--- src/rtl/cover_report_pkg.sv ---
// Shared types and parameter defaults for the coverage report scheduler.
package cover_report_pkg;

  typedef enum logic [1:0] {
    IDLE  = 2'd0,
    RUN   = 2'd1,
    DRAIN = 2'd2
  } state_t;

  localparam int unsigned DEF_NUM_PORTS  = 4;
  localparam int unsigned DEF_PORT_W     = 2;
  localparam int unsigned DEF_COVER_BASE = 0;
  localparam int unsigned DEF_IDX_W      = 16;

  // Pointer width that still works for a single-point configuration.
  function automatic int unsigned ptr_width(input int unsigned n);
    return (n > 1) ? $clog2(n) : 1;
  endfunction

endpackage

--- src/rtl/cover_rr_pick.sv ---
// Round-robin picker: lowest request strictly above the last grant, else wrap to lowest.
module cover_rr_pick
  import cover_report_pkg::*;
#(
  parameter int unsigned N     = 8,
  parameter int unsigned PTR_W = ptr_width(N)
) (
  input  logic [N-1:0]     req,
  input  logic [PTR_W-1:0] last,
  output logic [PTR_W-1:0] grant,
  output logic             grant_any
);

  logic [PTR_W-1:0] hi_idx;
  logic [PTR_W-1:0] lo_idx;
  logic             hi_found;
  logic             lo_found;

  // Descending scan so the lowest matching index is the last one written.
  always_comb begin
    hi_idx   = '0;
    lo_idx   = '0;
    hi_found = 1'b0;
    lo_found = 1'b0;
    for (int i = N - 1; i >= 0; i--) begin
      if (req[i]) begin
        lo_idx   = PTR_W'(i);
        lo_found = 1'b1;
        if (PTR_W'(i) > last) begin
          hi_idx   = PTR_W'(i);
          hi_found = 1'b1;
        end
      end
    end
  end

  assign grant     = hi_found ? hi_idx : lo_idx;
  assign grant_any = lo_found;

endmodule

--- src/rtl/cover_report_sched.sv ---
// Captures first hit of each cover point and streams one report per point through a registered output.
module cover_report_sched
  import cover_report_pkg::*;
#(
  parameter int unsigned NUM_PORTS  = DEF_NUM_PORTS,
  parameter int unsigned PORT_W     = DEF_PORT_W,
  parameter int unsigned COVER_BASE = DEF_COVER_BASE,
  parameter int unsigned IDX_W      = DEF_IDX_W
) (
  input  logic                        clock,
  input  logic                        reset,
  input  logic                        enable,
  input  logic                        clear,
  input  logic [NUM_PORTS*PORT_W-1:0] valid,
  output logic                        out_valid,
  input  logic                        out_ready,
  output logic [IDX_W-1:0]            out_index,
  output logic [IDX_W-1:0]            hit_count,
  output logic                        done
);

  localparam int unsigned N     = NUM_PORTS * PORT_W;
  localparam int unsigned PTR_W = ptr_width(N);
  localparam logic [PTR_W-1:0] PTR_INIT = PTR_W'(N - 1);

  state_t           state;
  state_t           state_nxt;
  logic             done_nxt;
  logic [N-1:0]     seen;
  logic [N-1:0]     pending;
  logic [N-1:0]     cap;
  logic [N-1:0]     grant_mask;
  logic [PTR_W-1:0] ptr;
  logic [PTR_W-1:0] grant;
  logic             grant_any;
  logic             hs;
  logic             load;
  logic             drain_done;

  cover_rr_pick #(
    .N     (N),
    .PTR_W (PTR_W)
  ) u_pick (
    .req       (pending),
    .last      (ptr),
    .grant     (grant),
    .grant_any (grant_any)
  );

  assign hs         = out_valid & out_ready;
  assign load       = grant_any & (~out_valid | out_ready);
  assign cap        = (state == RUN) ? (valid & ~seen) : '0;
  assign grant_mask = load ? (N'(1) << grant) : '0;
  assign drain_done = (pending == '0) & (~out_valid | out_ready);

  // State register
  always_ff @(posedge clock or posedge reset) begin
    if (reset) begin
      state <= IDLE;
      done  <= 1'b0;
    end else begin
      state <= state_nxt;
      done  <= done_nxt;
    end
  end

  // Next-state logic; enable during DRAIN is ignored until IDLE is reached
  always_comb begin
    state_nxt = state;
    case (state)
      IDLE:    if (enable) state_nxt = RUN;
      RUN:     if (!enable) state_nxt = DRAIN;
      DRAIN:   if (clear || drain_done) state_nxt = IDLE;
      default: state_nxt = IDLE;
    endcase
  end

  // Output logic: done pulses on the DRAIN to IDLE edge
  always_comb begin
    done_nxt = 1'b0;
    if (state == DRAIN && state_nxt == IDLE) done_nxt = 1'b1;
  end

  // Capture, scheduling and output stage; clear overrides same-cycle hits and handshakes
  always_ff @(posedge clock or posedge reset) begin
    if (reset) begin
      seen      <= '0;
      pending   <= '0;
      ptr       <= PTR_INIT;
      out_valid <= 1'b0;
      out_index <= '0;
      hit_count <= '0;
    end else if (clear) begin
      seen      <= '0;
      pending   <= '0;
      ptr       <= PTR_INIT;
      out_valid <= 1'b0;
      hit_count <= '0;
    end else begin
      seen    <= seen | cap;
      pending <= (pending | cap) & ~grant_mask;
      if (load) begin
        ptr       <= grant;
        out_valid <= 1'b1;
        out_index <= IDX_W'(COVER_BASE) + IDX_W'(grant);
      end else if (hs) begin
        out_valid <= 1'b0;
      end
      if (hs && hit_count != '1) hit_count <= hit_count + IDX_W'(1);
    end
  end

endmodule

--- config.mk ---
export PLATFORM = sky130hd
export DESIGN_NAME = cover_report_sched
export DESIGN_NICKNAME = d
export VERILOG_FILES = /design/src/rtl/cover_report_pkg.sv /design/src/rtl/cover_rr_pick.sv /design/src/rtl/cover_report_sched.sv
export SDC_FILE = /design/constraint.sdc
export NUM_CORES = 1
export LEC_CHECK = 0
export CAP_MARGIN = 20
export CORE_AREA = 3 3 102 55
export DETAILED_ROUTE_END_ITERATION = 10
export DIE_AREA = 0 0 105 58
export PLACE_DENSITY = 0.77
export SLEW_MARGIN = 30
export SYNTH_ARGS = -nofsm -noshare
export SYNTH_HDL_FRONTEND = slang
export SYNTH_HIERARCHICAL = 1
export SYNTH_SLANG_ARGS = --single-unit
--- constraint.sdc ---
create_clock -name clock -period 4.22 [get_ports clock]
set_input_delay 0.422 -clock clock [delete_from_list [all_inputs] [get_ports clock]]
set_output_delay 0.422 -clock clock [all_outputs]
set_load 0.01 [all_outputs]
After elaboration in Yosys (flattened, before gate mapping)
Index checks and enable logic that the tools add are counted.

word-level totals
  word-level logic and storage cells = 108
  input bits = 13
  flip-flop bits (word level) = 42

cells by class
  reductions and logical operators = 10
  mux-type cells = 65
  add/subtract/negate cells = 1
  bitwise operators = 12
  shift-type cells = 1
  magnitude comparators = 8
  eq/ne operators = 3

operator list
  operator                                                              count
  3-bit 2-to-1 mux                                                      27
  16-bit 2-to-1 mux                                                     2
  8-bit 2-to-1 mux                                                      4
  1-bit 2-to-1 mux                                                      28
  16-bit by 1-bit adder with 16-bit output (second input constant)      1
  8-bit bitwise AND                                                     2
  16-bit inequality test (second input constant)                        1
  8-bit inverter                                                        2
  8-bit bitwise OR                                                      2
  3-bit > comparator (first input constant)                             4
  8-bit logical NOT                                                     1
  1-bit by 3-bit left shift with 8-bit output (first input constant)    1
  1-bit by 3-bit > comparator with 1-bit output (first input constant)  2
  2-bit by 3-bit > comparator with 1-bit output (first input constant)  2
  2-bit 2-to-1 mux                                                      3
  2-bit one-hot mux with 3 select lines                                 1
  2-bit logical NOT                                                     2
  2-bit nonzero test                                                    2
  1-bit bitwise AND                                                     3
  3-bit nonzero test                                                    1
  2-bit by 1-bit == test with 1-bit output (second input constant)      1
  2-bit == test (second input constant)                                 1
  1-bit logical AND                                                     2
  1-bit inverter                                                        2
  other kinds (3)                                                       3

Depth between registers and ports, before layout
Gate-level depths: netlist of the first run.

  word-level depth = 23
  depth in mapped cells = 8

Cells and area by module
Netlist of the first run, hierarchy kept.

modules (own cells, without submodules)
  module              instances  cells each  area an instance (um^2)  seq. area each (um^2)
  cover_report_sched  1          212         2098.3                   1054.8
  cover_rr_pick       1          44          291.5                    0.0

Worst setup path after synthesis of the first run
No wires, ideal clock.

  path kind = register to register
  start = register ptr[2]
  end = register pending[7]
  arrival time = 1956 ps
  required time = 4094 ps
  path slack = 2138 ps
  cell stages (with the launch flop) = 8
  cells stage by stage = dfstp_2 buf_6 a21boi_2 o21ai_0 nand2_1 o31ai_1 inv_1 o311a_1

on the way
  word-level cells in the longest chain between the ends = 23

RTL lines
  item                                                  line                       RTL
  start: declaration                                    cover_report_sched.sv:33   logic [PTR_W-1:0] ptr;
  start signal: assignment                              cover_report_sched.sv:103  ptr <= grant;
  3-bit > comparator                                    cover_rr_pick.sv:29        if (PTR_W'(i) > last) begin
  3-bit 2-to-1 mux or 1-bit 2-to-1 mux (tied branches)  cover_rr_pick.sv:29
  3-bit 2-to-1 mux or 1-bit 2-to-1 mux (tied branches)  cover_rr_pick.sv:26        if (req[i]) begin
  3-bit 2-to-1 mux or 1-bit 2-to-1 mux (tied branches)  cover_rr_pick.sv:29
  3-bit 2-to-1 mux or 1-bit 2-to-1 mux (tied branches)  cover_rr_pick.sv:26
  3-bit 2-to-1 mux or 1-bit 2-to-1 mux (tied branches)  cover_rr_pick.sv:29
  3-bit 2-to-1 mux or 1-bit 2-to-1 mux (tied branches)  cover_rr_pick.sv:26
  3-bit 2-to-1 mux or 1-bit 2-to-1 mux (tied branches)  cover_rr_pick.sv:29
  [... 8 more ...]                                      -
  3-bit 2-to-1 mux or 1-bit 2-to-1 mux (tied branches)  cover_rr_pick.sv:26
  3-bit 2-to-1 mux *                                    cover_rr_pick.sv:37        assign grant = hi_found ? hi_idx : lo_idx;
  via grant[1]                                          cover_report_sched.sv:34   logic [PTR_W-1:0] grant;
  1-bit by 3-bit left shift with 8-bit output *         cover_report_sched.sv:53   assign grant_mask = load ? (N'(1) << grant) : '0;
  8-bit 2-to-1 mux *                                    cover_report_sched.sv:53
  8-bit inverter *                                      cover_report_sched.sv:101  pending <= (pending | cap) & ~grant_mask;
  8-bit bitwise AND *                                   cover_report_sched.sv:101
  8-bit 2-to-1 mux *                                    cover_report_sched.sv:93   end else if (clear) begin
  end signal: assignment                                cover_report_sched.sv:101
  end: declaration                                      cover_report_sched.sv:30   logic [N-1:0] pending;

The timed path passes the listed nets; every way through them passes the cells marked *.
A chain may end at the register's enable or synchronous reset.

Worst setup path in the final report of the first run
  start = register ptr[1]
  end = register pending[7]

Same word-level chain as after synthesis.

==> results of run 1 <==
## power breakdown
| group | switching (uW) | internal [uW] |
|---|---|---|
| combinational | 188 | 141 |
| clock | 142 | 177 |
| sequential | 74.4 | 459 |
## routing by layer
metal | vias up | share of wire [%] | global-route usage (%)
li1 | 994 | - | -
met1 | 1028 | 43 | 24.8
met2 | 82 | 50 | 33.0
met3 | 11 | 5.5 | 3.45
met4 | 0 | 1.3 | 5.61
met5 | - | 0 | 0
## layout make-up
class,instances,area (um2)
Fill cell,416,1980
Multi-Input combinational cell,189,1180
Sequential cell,42,1050
Timing Repair Buffer,35,345
Tap cell,70,87.6
Clock buffer,6,72.6
Inverter,16,60.1
Clock inverter,2,37.5
## cells in the mapped netlist (all sizes together) (2+ instances only)
library cell / n
or3: 3
clkbuf: 6
nor3: 10
o21bai: 2
o31ai: 5
and4: 4
dfrtp: 39
a31oi: 9
inv: 15
o31a: 2
nand2: 19
nor4: 5
a21oi: 23
o211ai: 3
dfstp: 3
nand2b: 2
or4: 3
o21ai: 7
o41ai: 3
a311oi: 6
or3b: 2
nor2: 23
buf: 15
nand4: 7
nor2b: 8
nand3: 7
mux2: 6
## flip-flops by register name, summed over array words and instances (netlist names)
| signal | cells |
|---|---|
| pending | 8 |
| done | 1 |
| state | 2 |
| seen | 8 |
| hit_count | 16 |
| out_valid | 1 |
| ptr | 3 |
| out_index | 3 |
## cells in the final DEF, fill, tap and decap left out, types with 6 or more instances in the layout
cell type / synthesis / final
nor3_1: 9 / 9
a311oi_1: 6 / 6
nor2_1: 22 / 22
nand3_1: 6 / 6
clkdlybuf4s50_1: 0 / 33
dfrtp_1: 39 / 39
a21oi_1: 22 / 22
inv_1: 15 / 15
a31oi_1: 9 / 9
conb_1: 1 / 13
nand2_1: 19 / 19
nor2b_1: 7 / 6
## through the flow
step                      setup WS (ns)  instance area [um2]  power (uW)  std cells
after floorplan                    2.14                 2430         770        268
after global placement             1.94                 2730         852        352
after CTS                          1.80                 2840        1190        360
final                              1.75                 2840        1180        360
after detailed placement           1.81                 2730         866        352
after global routing               1.57                 2840        1250        360
## logic make-up after synthesis
logic type,count (synthesis),synth area share (%)
AND/OR/NAND/NOR,96,22.6
AO/OA/AOI/OAI,72,20.7
multiplexers,7,3.40
flip-flops,42,44.1
adder cells (fa/ha/maj),1,0.523
other,1,0.157
buffers and inverters,37,8.48
## path summary, 6_finish.rpt
check,to,cells after the start,slack (ns)
setup / recovery,pending[7],6,1.75
hold / removal,state[1],1,0.49
setup reg to reg,pending[7],6,1.75
hold reg to reg,state[1],1,0.49
max in group asynchronous,ptr[2],3,3.29
min in group asynchronous,hit_count[11],3,0.55
## worst max-delay path: stages (launching register included)
cell and delay, ns:
dfstp_2 0.66, a21boi_2 0.08, o21ai_0 0.24, nand2_1 0.09
o31ai_1 0.68, inv_1 0.23, o311a_1 0.38
==> flow_summary_export.csv, run 1 <==
group,metric,value,unit
floorplan,rows,18,
timing,rsz0062_at_grt,"false",
clocking,cts.path.max_buffers,2,
timing,slew_headroom,47.7,%
timing,worst_pin_slew,0.778,ns
grt,grt_max_degree,43,
clocking,cts_num_sinks,42,
min_path,hold_path.class,"reg2reg",
synthesis,synthesis.area,0.00239,mm2
synthesis,synth_area_per_cell,9.34,um2
synthesis,netlist_instances,256,
layout,final_nets,303,
placed_design,gp_congestion,0.917,
synthesis,yosys_warnings,6,
worst_setup_path,worstSetupStartpointType,"flop",
route,wl,5.51,mm
power,ir_worst_vdd,0.180,mV
grt,grt_antenna_before_repair,0,
route,dr.pass1.iters,4,
timing,fin_skew,0.00913,ns
synthesis,synth_cell_type_count,59,
layout,antenna_cells,0,
timing,min_period_over_period,58.4,%
route,wl_per_cell,15.3,um
clocking,cts_buffers,5,
route,viasPerCell,5.88,
grt,grt_overflow_total,0,
worst_setup_path,reg2reg_from,"ptr[1]",
worst_setup_path,cp.required,4.41,ns
job,drv_cap,0,
timing,finalHoldViolCount,0,
floorplan,initial_core_util,49.6,%
timing,fin_setup_tns,0,ns
clocking,cts_root_buf,"clkbuf_8",
worst_setup_path,worst_setup_path_end_kind,"flop",
synthesis,synth-seq-area-share,44.1,%
layout,syn_to_final_growth,18.7,%
clocking,cts_tree,"yes",
synthesis,netlist_top_cells_area,"dfrtp_1 (41%), a21oi_1 (4.6%), buf_4 (4.1%)",
worst_setup_path,cp_max_fo,10,
synthesis,async_reset_ff_share,100,%
layout,drive_gt1_share,10.3,%
route,vias,2115,
floorplan,ios,47,
clocking,holdBufCountCts,0,
outcome,run_status,"completed",
synthesis,ys_ff_latch,42,
power,p_leak,0.00116,uW
placed_design,io_buffers,33,
timing,finalSetupViolations,0,
timing,fin_crit,2.47,ns
floorplan,die-area,0.00609,mm2
grt,grt_pass1_vias,1979,
route,drt_iter0_markers,114,
timing,fmax,0.406,GHz
clocking,htree_num_levels,2,
worst_setup_path,worstSetupStartpoint,"ptr[1]",
timing,drv_slew,0,
grt,grt_pass1_wl,9.32,mm
min_path,hp-start,"state[0]",
clocking,post_cts_buffers,0,
timing,hold_ws,0.486,ns
grt,grt.total_usage,19.0,%
worst_setup_path,crit_type,"reg2reg",
synthesis,synth-edff-count,0,
floorplan,die_w,105,um
placed_design,dpl.hpwl,3.82,mm
floorplan,die_h,58,um
worst_setup_path,worstPathArrival,2.65,ns
route,drc,0,
power,powerDensity,416,mW/mm2
clocking,worstSkewPairLatency,0.30,ns
layout,final_util,58.9,%
clocking,post_cts_resized,0,
clocking,clkTransAtPathRegs,0.09,ns
floorplan,core,0.00482,mm2
route,drt.antenna.violating_nets,0,
synthesis,synth_ff_type,"dfrtp_1",
synthesis,synth_top_area_share,40.8,%
synthesis,yosys.area.top_type,"dfrtp_1",
Note: power is estimated with default switching activity, not from simulation.
==> inputs of run 2 (changes only) <==
- clock period: 4.22 -> 2.54 ns (I/O delays scaled with it)
==> run 2 against run 1 <==
  * Sequential power increased by 66%
  * Non-clock buffer count is 3 higher
  * Routed wire length is 6.0% higher
  * Critical path type unchanged
  * Largest power group unchanged
  * Highest routed layer unchanged
==> flow_summary_export.csv, run 2 (same netlist as run 1, synthesis figures left out) <==
group,metric,value,unit
grt,grt_pass1_vias,1978,
route,viasPerCell,5.78,
floorplan,die-area,0.00609,mm2
grt,grt_pass1_wl,9.47,mm
worst_setup_path,cp_max_fo,10,
layout,reg.largest.list,"hit_count: 16 flops, pending: 8 flops, seen: 8 flops",
floorplan,core,0.00482,mm2
route,dr.pass1.iters,4,
layout,final_cell_mix,"dfrtp_1 (39), clkdlybuf4s50_1 (33), a21oi_1 (22), nor2_1 (22), nand2_1 (19)",
floorplan,die_h,58,um
floorplan,die_w,105,um
layout,top_register,"hit_count",
layout,fillers,431,
layout,antenna_cells,0,
layout,final_common_cell,"dfrtp_1",
clocking,post_cts_resized,0,
power,p_int,1310,uW
route,drt_iter0_markers,77,
route,wl_per_cell,16.1,um
power,powerDensity,703,mW/mm2
timing,slew_headroom,64.6,%
grt,grt_antenna_before_repair,0,
route,drc,0,
power,p_sw,703,uW
power,clkPwrFrac,27.2,%
worst_setup_path,worst_setup_path_end_kind,"flop",
layout,final_util,59.3,%
clocking,clkTransAtPathRegs,0.09,ns
layout,final_nets,306,
timing,fin_setup_tns,0,ns
power,power_frac_comb,28.6,%
timing,drv_slew,0,
min_path,hold_path.class,"in2async",
route,drt.antenna.violating_nets,0,
job,drv_cap,0,
layout,drive_gt1_share,10.9,%
timing,fin_crit,2.22,ns
timing,finalSetupViolations,0,
grt,grt_overflow_total,0,
clocking,cts_root_buf,"clkbuf_8",
timing,fin_skew,0.00861,ns
placed_design,io_buffers,33,
clocking,htree_num_levels,2,
route,wl,5.84,mm
timing,hold_ws,0.365,ns
floorplan,rows,18,
clocking,holdBufCountCts,0,
timing,worst_pin_slew,0.532,ns
clocking,post_cts_buffers,0,
grt,grt.total_usage,19.7,%
worst_setup_path,crit_type,"reg2reg",
power,seqPwrFrac,44.1,%
floorplan,ios,47,
layout,largest_reg_flops,16,
clocking,cts_buffers,5,
worst_setup_path,worstSetupStartpointType,"flop",
power,p_leak,0.00117,uW
timing,min_period_over_period,87.5,%
placed_design,gp_congestion,0.835,
power,ir_worst_vdd,0.431,mV
layout,multi_input_area,0.00118,mm2
outcome,run_status,"completed",
layout,regArea,0.00105,mm2
worst_setup_path,worstPathArrival,2.43,ns
timing,finalHoldViolCount,0,
worst_setup_path,cp.required,2.75,ns
clocking,cts_tree,"yes",
timing,fmax,0.450,GHz
floorplan,initial_core_util,49.6,%
clocking,worstSkewPairLatency,0.31,ns
clocking,cts_num_sinks,42,
timing,rsz0062_at_grt,"false",
grt,grt_max_degree,43,
placed_design,dpl.hpwl,4.06,mm
clocking,cts.path.max_buffers,2,
power,switching_share,35.0,%
route,vias,2098,
layout,syn_to_final_growth,19.6,%
## run 2: cell count changes in the layout (fill, tap and decap cells not counted), sizes merged
cell,before,now
buf,2,5
## run 2: worst paths after layout
check / startpoint / endpoint / slack (ns) / cells after the start
worst max-delay path: ptr[2] / pending[7] / 0.32 / 6
worst min-delay path: reset / hit_count[13] / 0.37 / 3
worst max register to register: ptr[2] / pending[7] / 0.32 / 6
worst min register to register: state[0] / state[1] / 0.48 / 1
max in group asynchronous: reset / ptr[0] / 1.80 / 3
min in group clock: enable / state[0] / 0.48 / 3
## run 2: worst max-delay path, cell delays in order (launching register included)
cell,delay [ns]
dfstp_2,0.67
a21boi_2,0.09
o21ai_0,0.28
and2_1,0.22
a311o_1,0.34
inv_1,0.15
o311a_1,0.36
## run 2: power by group through the flow
stage	Clock, uW	Sequential (uW)	Combinational, uW
final	547	887	575
after floorplan	0	855	424
after detailed placement	0	896	564
after CTS	554	883	569
after global placement	0	888	546
after global routing	582	903	623
## run 2: per-layer routing
layer	global-route usage [%]	up-vias	routed length [um]
li1	-	994	-
met4	6.73	0	81
met2	33.0	66	2820
met1	25.5	1030	2630
met5	0	-	0
met3	5.12	8	311
## run 2: through the flow
step           total power [uW]  instance area (um2)  std cells  setup WS (ns)
2_1_floorplan              1280                 2430        268          0.458
3_3_place_gp               1430                 2750        355          0.548
3_5_place_dp               1460                 2750        355          0.381
4_1_cts                    2010                 2860        363          0.363
5_1_grt                    2110                 2860        363          0.205
6_report                   2010                 2860        363          0.318
## run 2: final cells by class
cell class	count	area share (%)
Multi-Input combinational cell	189	41.2
Inverter	16	2.10
Sequential cell	42	36.9
Clock buffer	6	2.54
Timing Repair Buffer	38	12.9
Clock inverter	2	1.31
Tap cell	70	3.06
==> inputs of run 3 (changes only) <==
- CORE_AREA: 3 3 102 55 -> 3 3 74 76
- DIE_AREA: 0 0 105 58 -> 0 0 77 79
- PLACE_DENSITY: 0.77 -> 0.75
- REMOVE_ABC_BUFFERS: unset -> 1
==> run 3 against run 2 <==
  * Total power shrank 5.9%
  * Largest power group unchanged
  * Core utilization grew 0.13 points
  * Design area is 0.48% lower
  * Sequential power about the same
  * Non-clock buffer count is 1 lower
  * Highest routed layer unchanged
==> flow_summary_export.csv, run 3 (same netlist as run 1, synthesis figures left out) <==
group,metric,value,unit
grt,gr-usage-met3,3.74,%
floorplan,ios,47,
floorplan,core,0.00479,mm2
layout,multi_input_area,0.00118,mm2
route,drt.antenna.violating_nets,0,
layout,final_nets,305,
layout,syn_to_final_growth,19.0,%
layout,final_common_cell,"dfrtp_1",
power,power_frac_comb,29.1,%
timing,finalHoldViolCount,0,
timing,drv_slew,0,
min_path,hold_path.class,"in2async",
timing,fin_setup_tns,0,ns
worst_setup_path,cp_num_cells,5,
worst_setup_path,cp.required,2.73,ns
worst_setup_path,r2r_slack,0.45,ns
route,wl,5.42,mm
clocking,post_cts_resized,0,
timing,fmax,0.478,GHz
timing,fin_skew,0.00563,ns
clocking,worstSkewPairLatency,0.30,ns
timing,rsz0062_at_grt,"false",
floorplan,die_w,77,um
grt,grt.met1_usage,26.1,%
timing,worst_pin_slew,0.532,ns
floorplan,rows,25,
worst_setup_path,crit_buf_inv,0,
grt,top_usage_layer,"met2",
grt,grt_pass1_wl,9.58,mm
route,dr.pass1.iters,4,
layout,largest_reg_flops,16,
timing,min_period_over_period,82.3,%
grt,grt_max_degree,43,
placed_design,gp_congestion,1.01,
floorplan,die_h,79,um
route,vias,2053,
power,p_int,1230,uW
grt,grt_use_met2,31.4,%
route,viasPerCell,5.72,
layout,regArea,0.00105,mm2
layout,final_cell_mix,"dfrtp_1 (39), clkdlybuf4s50_1 (33), a21oi_1 (22), nor2_1 (22), nand2_1 (19)",
floorplan,die-area,0.00608,mm2
worst_setup_path,worstSetupStartpointType,"flop",
worst_setup_path,worstPathArrival,2.28,ns
power,p_sw,658,uW
worst_setup_path,crit_path_cell_trace,"nor4_1 -> o41ai_1 -> a21oi_1 -> nand3_1 -> o311a_1",
power,switching_share,34.8,%
timing,fin_crit,2.09,ns
clocking,cts_buffers,5,
worst_setup_path,worst_r2r_endpoint,"pending[7]",
worst_setup_path,max_stage_delay,0.48,ns
power,powerDensity,664,mW/mm2
clocking,post_cts_buffers,0,
worst_setup_path,cp_max_fo,9,
clocking,cts_root_buf,"clkbuf_8",
worst_setup_path,reg2reg_from,"pending[3]",
layout,reg.largest.list,"hit_count: 16 flops, pending: 8 flops, seen: 8 flops",
worst_setup_path,crit_type,"reg2reg",
placed_design,dpl.hpwl,3.76,mm
layout,antenna_cells,0,
layout,top_register,"hit_count",
power,clkPwrFrac,23.9,%
clocking,cts_tree,"yes",
power,total_power,1890,uW
worst_setup_path,ff2ff_path_depth,5,
job,drv_cap,0,
grt,grt.total_usage,19.3,%
outcome,run_status,"completed",
clocking,holdBufCountCts,0,
timing,slew_headroom,64.5,%
grt,grt_antenna_before_repair,0,
route,drt_iter0_markers,126,
power,ir_worst_vdd,0.438,mV
timing,finalSetupViolations,0,
route,drc,0,
worst_setup_path,worst_setup_path_end_kind,"flop",
clocking,htree_num_levels,2,
clocking,clkTransAtPathRegs,0.08,ns
grt,grt_overflow_total,0,
worst_setup_path,cp_slowest_cell,"dfrtp_1",
layout,fillers,427,
layout,drive_gt1_share,11.0,%
worst_setup_path,critical-path-top-delay-family,"compound AO/OA/AOI/OAI gates",
clocking,cts_num_sinks,42,
placed_design,io_buffers,33,
floorplan,initial_core_util,49.9,%
clocking,cts.path.max_buffers,2,
grt,grt_pass1_vias,2020,
route,wl_per_cell,15.1,um
power,p_leak,0.00117,uW
power,seqPwrFrac,46.9,%
## run 3: changes by cell type in the layout (fill, tap and decap cells not counted)
cell / change
buf_4: -2
buf_12: +1
clkbuf_8: +1
clkbuf_1: -1
clkinv_2: +1
bufinv_16: -1
## run 3: worst max path at each step
| stage | from | to | slack, ns |
|---|---|---|---|
| after floorplan | ptr[2] | pending[7] | 0.47 |
| after global placement | out_ready | hit_count[6] | 0.54 |
| after detailed placement | ptr[2] | pending[7] | 0.49 |
| after CTS | ptr[2] | pending[7] | 0.49 |
| after global routing | ptr[2] | pending[5] | 0.21 |
| final | pending[3] | pending[7] | 0.45 |
## run 3: cell type report
| class | count | share of cell area (%) |
|---|---|---|
| flip-flops and latches | 42 | 37.1 |
| clock buffers | 6 | 2.90 |
| inverters | 16 | 2.11 |
| repair buffers | 37 | 13.1 |
| well taps | 67 | 2.95 |
| clock inverters | 2 | 0.440 |
| multi-input cells | 189 | 41.4 |
## run 3: stage by stage
step           hold slack, ns  util (%)  setup slack [ns]  instances  instance area, um2
2_1_floorplan           0.317         -             0.468        247                2290
3_3_place_gp            0.464      57.4             0.538        351                2750
3_5_place_dp            0.470      57.4             0.487        351                2750
4_1_cts                 0.405      59.4             0.491        359                2840
5_1_grt                 0.476      59.4             0.211        359                2840
6_report                0.398      59.4             0.449        359                2840
## run 3: worst register-to-register path, cell delays in order, from the launching register on
cell and delay [ns]:
dfrtp_1 0.48, nor4_1 0.42, o41ai_1 0.16, a21oi_1 0.32
nand3_1 0.26, o311a_1 0.35
## run 3: routing by layer
| metal | wire length, um | up-vias | part of all wire (%) |
|---|---|---|---|
| met5 | 0 | - | 0 |
| met4 | 78 | 0 | 1.4 |
| met3 | 241 | 7 | 4.4 |
| met2 | 2540 | 51 | 47 |
| met1 | 2560 | 999 | 47 |
| li1 | - | 996 | - |
## run 3: power by group through the flow
stage	clock, uW	sequential, uW	combinational, uW
after CTS	468	885	551
final	452	887	551
after global placement	0	894	545
after floorplan	0	881	347
after detailed placement	0	897	548
after global routing	498	906	622
